**src/rtl/saturate_shift_pipe.sv**
```systemverilog
// Arithmetic right shift, optional round-half-up (SATURATE_ROUND_EN), saturate to OUT_W; clip flags + sticky clip counter.
// Latency: 2 cycles input transfer to out_valid; 1 sample/cycle throughput.
// Backpressure: valid/ready on both sides; in_ready is combinational from out_ready; output held while stalled.
module saturate_shift_pipe #(
  parameter int IN_W  = 32,
  parameter int OUT_W = 16,
  parameter int SH_W  = 5,
  parameter int CNT_W = 16
) (
  input  logic                    clk,
  input  logic                    reset,
  input  logic                    in_valid,
  output logic                    in_ready,
  input  logic signed [IN_W-1:0]  in,
  input  logic [SH_W-1:0]         shift,
  output logic                    out_valid,
  input  logic                    out_ready,
  output logic signed [OUT_W-1:0] out,
  output logic                    sat_hi,
  output logic                    sat_lo,
  input  logic                    clear_count,
  output logic [CNT_W-1:0]        sat_count
);

  localparam int EW = IN_W + 1;
  localparam logic signed [EW-1:0]    MAX_V = {{(EW-OUT_W+1){1'b0}}, {(OUT_W-1){1'b1}}};
  localparam logic signed [EW-1:0]    MIN_V = {{(EW-OUT_W+1){1'b1}}, {(OUT_W-1){1'b0}}};
  localparam logic signed [OUT_W-1:0] MAX_O = {1'b0, {(OUT_W-1){1'b1}}};
  localparam logic signed [OUT_W-1:0] MIN_O = {1'b1, {(OUT_W-1){1'b0}}};

  logic signed [EW-1:0]    ext;
  logic signed [EW-1:0]    shifted;
  logic signed [EW-1:0]    s1_val;
  logic                    s1_vld;
  logic                    s1_load;
  logic                    s2_load;
  logic                    out_xfer;
  logic signed [OUT_W-1:0] sat_val;
  logic                    hi_d;
  logic                    lo_d;

  assign s2_load  = s1_vld && (!out_valid || out_ready);
  assign in_ready = !s1_vld || !out_valid || out_ready;
  assign s1_load  = in_valid && in_ready;
  assign out_xfer = out_valid && out_ready;

`ifdef SATURATE_ROUND_EN
  logic signed [EW-1:0] rnd;

  // The extra sign bit keeps in + 2^(shift-1) from overflowing.
  always_comb begin
    ext = {in[IN_W-1], in};
    rnd = '0;
    if (shift != '0) rnd = EW'(1) << (shift - SH_W'(1));
    shifted = (ext + rnd) >>> shift;
  end
`else
  always_comb begin
    ext     = {in[IN_W-1], in};
    shifted = ext >>> shift;
  end
`endif

  always_comb begin
    sat_val = s1_val[OUT_W-1:0];
    hi_d    = 1'b0;
    lo_d    = 1'b0;
    if (s1_val > MAX_V) begin
      sat_val = MAX_O;
      hi_d    = 1'b1;
    end else if (s1_val < MIN_V) begin
      sat_val = MIN_O;
      lo_d    = 1'b1;
    end
  end

  always_ff @(posedge clk or posedge reset) begin
    if (reset) begin
      s1_vld <= 1'b0;
      s1_val <= '0;
    end else begin
      if (s1_load) begin
        s1_vld <= 1'b1;
        s1_val <= shifted;
      end else if (s2_load) begin
        s1_vld <= 1'b0;
      end
    end
  end

  always_ff @(posedge clk or posedge reset) begin
    if (reset) begin
      out_valid <= 1'b0;
      out       <= '0;
      sat_hi    <= 1'b0;
      sat_lo    <= 1'b0;
    end else begin
      if (s2_load) begin
        out_valid <= 1'b1;
        out       <= sat_val;
        sat_hi    <= hi_d;
        sat_lo    <= lo_d;
      end else if (out_ready) begin
        out_valid <= 1'b0;
      end
    end
  end

  // Clear has priority over a coincident clipped transfer; count sticks at all-ones.
  always_ff @(posedge clk or posedge reset) begin
    if (reset) begin
      sat_count <= '0;
    end else if (clear_count) begin
      sat_count <= '0;
    end else if (out_xfer && (sat_hi || sat_lo) && (sat_count != '1)) begin
      sat_count <= sat_count + CNT_W'(1);
    end
  end

endmodule

```
**config.mk**
```make
export PLATFORM = sky130hd
export DESIGN_NAME = saturate_shift_pipe
export DESIGN_NICKNAME = d
export VERILOG_FILES = /design/src/rtl/saturate_shift_pipe.sv
export SDC_FILE = /design/constraint.sdc
export NUM_CORES = 1
export LEC_CHECK = 0
export ABC_AREA = 1
export ABC_CLOCK_PERIOD_IN_PS = 2250
export BUFFER_PORTS_ARGS = -buffer_cell sky130_fd_sc_hd__buf_2
export CAP_MARGIN = 40
export CELL_PAD_IN_SITES_DETAIL_PLACEMENT = 0
export CELL_PAD_IN_SITES_GLOBAL_PLACEMENT = 1
export CORE_MARGIN = 3
export CORE_UTILIZATION = 36
export DETAILED_ROUTE_END_ITERATION = 10
export GPL_TIMING_DRIVEN = 0
export PLACE_DENSITY = 0.82
export RECOVER_POWER = 25
export SLEW_MARGIN = 0
export SYNTH_ARGS = -nofsm -noshare
export SYNTH_HDL_FRONTEND = slang
export SYNTH_SLANG_ARGS = --single-unit
```
**constraint.sdc**
```tcl
create_clock -name clk -period 2.25 [get_ports clk]
set_input_delay 0.675 -clock clk [delete_from_list [all_inputs] [get_ports clk]]
set_output_delay 0.675 -clock clk [all_outputs]
set_load 0.01 [all_outputs]
```
==> results.txt <==
The initial antenna violation count came out at 0. Setup violations remaining at the end of the flow were counted as 0. Count of final hold-check violations: 0. The tools report the worst setup margin as 0.422 ns. The run gives 5600 µm² as the summed area of non-filler cells in the final layout. The fraction of power spent switching nets is 0.343.

In the final design database the tool counted 858 nets. The cell occurring most often along the worst timing path was sky130_fd_sc_hd__nand3_1. The beginning of the worst hold path is s1_val[3]. In this run the worst setup path begins at shift[1].

The area added between synthesis and finish came out at 18.7%. The checks that failed: capacitance limit. Setup repair after global routing left no endpoint under its margin.

The pin count of the biggest net entering global routing is 38. The combinational power share is 0.272, and the share of synthesized area occupied by flip-flops and latches is 0.360. Dividing the synthesized area by the synthesized cell count gives 6.49 µm². The violation count after the first detailed-route iteration came out at 511. For this run, the number of standard cells in the final layout without fillers is 991. The headroom to the max-slew limit was 0.0160. Among all stages on the critical path, the largest delay is contributed by sky130_fd_sc_hd__clkbuf_1. The latest clock arrival within the worst-skew pair is 0.33 ns, and the number of gates resized after cts is 0. The top cell types in the final layout, fill and taps aside, are sky130_fd_sc_hd__nand2_1, sky130_fd_sc_hd__nand3_1, sky130_fd_sc_hd__buf_2. The number of rows in the core area was 41; the number of DRC violations after detailed routing was 0. The die is 121 µm tall.

The kind of cell adding the most delay to the critical path was buffers and inverters. In the synthesized netlist, the number of instances is 727. The number of global-route vias before repair was 4886. For the worst setup path, the data required time is 2.46 ns.

The tools report the power consumption as 3.90 mW. The most common cell after layout, fill and taps aside is sky130_fd_sc_hd__nand2_1. Kind of end point of the critical path: a flip-flop. The post-synthesis async set-or-reset flop share was 1.00. The final period utilization is 0.812, and the number of placed instances, taps included is 976. Counting along the longest clock path gives a buffer depth of 2. The proportion of power drawn by flip-flops and latches is 0.405, and the power share of the clock group is 0.323. The worst clock skew came out at 0.00597 ns. TritonCTS built the clock tree. In the final routed layout, each cell accounts on average for 14.4 µm. The worst slack on hold paths came out at 0.497 ns.

The count of input and output buffers was 76; the clock buffer count from CTS was 9. The floorplan step set the die width to 121 µm. Type of the worst setup path: primary input to flip-flop.

Counting flops with a built-in enable in the synthesized netlist gives 0. Of all nets on the critical path, the largest fanout is 10. The total grt overflow is 0. For the half-perimeter wire length after detailed placement, the log shows 11300 µm. For this run, the leading register cell type out of synthesis is sky130_fd_sc_hd__dfrtp_1. During I/O placement, the number of pins put on the boundary was 78. The worst setup path is launched from a primary input. Before antenna repair, the detailed router went through 6 iterations. The run gives 34 as the number of library cell types mapped by synthesis. The master cell of the clock root buffer was sky130_fd_sc_hd__clkbuf_16. The detailed router placed 5133 vias in this run. For the pin with the worst max-slew slack, the measured transition is 1.47 ns.

The tools report the overall fraction of global-route tracks in use as 0.199. In this run, synthesis produced a sequential element count of 68. The smallest clock period supported by the final layout is computed as 1.83 ns. The routability congestion estimate from global placement is 0.870, and the post-CTS setup buffer count is 0.

The critical path goes through buf_2, inv_1, clkbuf_1, nand3_1, nand3_1, nand3_1, a21oi_1, nor2_1. The placed instances occupy a cell area of 5340 µm². The worst min-delay path category was flip-flop to flip-flop.

The logs give 1.34 mW for the reported net switching power and 2.76 nW for the leakage power. Data on the critical path arrives at its endpoint at 2.04 ns. The clock drives 68 sinks.

The fraction of layout cells with a size suffix above 1 came out at 0.168. The delay of the slowest critical-path stage came out at 0.38 ns. The sum of buffers and inverters on the critical path is 3, and the number of nets with antenna violations after detailed routing is 0. The flow ran to the end, but the final reports show violations. The total internal power is 2.57 mW, and the peak supply drop is 0.425 mV. The register clock-pin slew on the reported worst setup and hold paths works out to 0.06 ns. The mapped netlist covers 4720 µm².

The utilization after layout was 0.441. The net count after synthesis came out at 770. The tools report the hold buffer count at cts as 0. Number of violations of the max-capacitance limit: 1. The run gives 0 as the count of final max-slew check failures.

The H-tree was split into 3 levels. The effective utilization at floorplan was 0.371. The repair_antennas step left the layout with diodes totalling 0. The startpoint identified for the worst register-to-register timing path is out_valid.

Timing would allow up to 547 MHz. For this design the ratio of total power to cell area is 697 nW/µm². The floorplan step defined a core boundary enclosing 12700 µm². Worst slack at placement: 0.129 ns. The die covers 14500 µm². In the final timing run, aggregate negative setup slack is 0 ns. The tools report the count of synthesis-stage warnings from yosys as 0.

The number of vias per cell was 5.18; the total length of routed wires was 14200 µm. The first global-routing pass estimated 23400 µm of wire.
synth_stat cells (2+ instances only):
cell | instances | area, µm²
sky130_fd_sc_hd__dfrtp_1 | 68 | 1700
sky130_fd_sc_hd__o21ai_0 | 6 | 30.0
sky130_fd_sc_hd__nor3_4 | 2 | 32.5
sky130_fd_sc_hd__nor2_1 | 77 | 289
sky130_fd_sc_hd__nand3_1 | 182 | 911
sky130_fd_sc_hd__or2_2 | 11 | 68.8
sky130_fd_sc_hd__o21ai_2 | 6 | 52.6
sky130_fd_sc_hd__xnor2_1 | 2 | 17.5
sky130_fd_sc_hd__nand4_1 | 9 | 56.3
sky130_fd_sc_hd__buf_4 | 3 | 22.5
sky130_fd_sc_hd__buf_1 | 8 | 30.0
sky130_fd_sc_hd__o21bai_1 | 2 | 15.0
sky130_fd_sc_hd__inv_1 | 25 | 93.8
sky130_fd_sc_hd__nand2_1 | 244 | 916
sky130_fd_sc_hd__clkbuf_1 | 9 | 33.8
sky130_fd_sc_hd__buf_2 | 14 | 70.1
sky130_fd_sc_hd__nor3_1 | 4 | 20.0
sky130_fd_sc_hd__a21oi_1 | 36 | 180
sky130_fd_sc_hd__xor2_1 | 4 | 35.0
flip-flops by register name, indices dropped and copies added (netlist names):
register   count
sat_lo         1
s1_val        32
out_valid      1
sat_count     16
sat_hi         1
s1_vld         1
out           16
worst min-delay path: stages, from the launching register on:
cell,delay (ns)
sky130_fd_sc_hd__dfrtp_1,0.34
sky130_fd_sc_hd__nand2_1,0.06
sky130_fd_sc_hd__nand3_1,0.07
power groups by stage:
stage / Clock [mW] / Combinational [mW] / Sequential (mW)
final: 1.26 / 1.06 / 1.58
after global routing: 1.35 / 1.21 / 1.61
after CTS: 1.29 / 1.06 / 1.58
after detailed placement: 0 / 1.06 / 1.60
after global placement: 0 / 1.04 / 1.59
after floorplan: 0 / 0.662 / 1.61
metal layers:
metal  share of wire  vias up  global-route usage
met2            0.46      139               0.311
met1            0.48     2396               0.288
met4          0.0099        0              0.0446
met3           0.051       15              0.0370
li1                -     2583                   -
met5               0        -                   0
cell families after synthesis:
family / count (synthesis) / share of synthesized area
and+or+nand+nor: 533 / 0.492
buffers and inverters: 64 / 0.0639
AOI/OAI and AO/OA: 55 / 0.0694
DFF: 68 / 0.360
xor gates and xnor gates: 6 / 0.0111
adders and majority gates: 1 / 0.00265
path summary, 6_finish.rpt:
path                                 to  slack [ns]  cells past startpoint
max                           s1_val[5]        0.42                      8
min                           s1_val[3]        0.50                      2
max reg2reg                  s1_val[11]        0.48                      8
min reg2reg                   s1_val[3]        0.50                      2
max in group asynchronous    s1_val[18]        0.79                      3
min in group asynchronous  sat_count[3]        0.68                      2
layout make-up:
| class | instances | area (µm²) |
|---|---|---|
| Tap cell | 172 | 215 |
| Fill cell | 1414 | 7120 |
| Multi-Input combinational cell | 595 | 2720 |
| Buffer | 36 | 191 |
| Clock inverter | 6 | 41.3 |
| Inverter | 28 | 111 |
| Sequential cell | 68 | 1700 |
| Clock buffer | 9 | 225 |
| Timing Repair Buffer | 77 | 400 |
(Power assumes the default switching activity.)
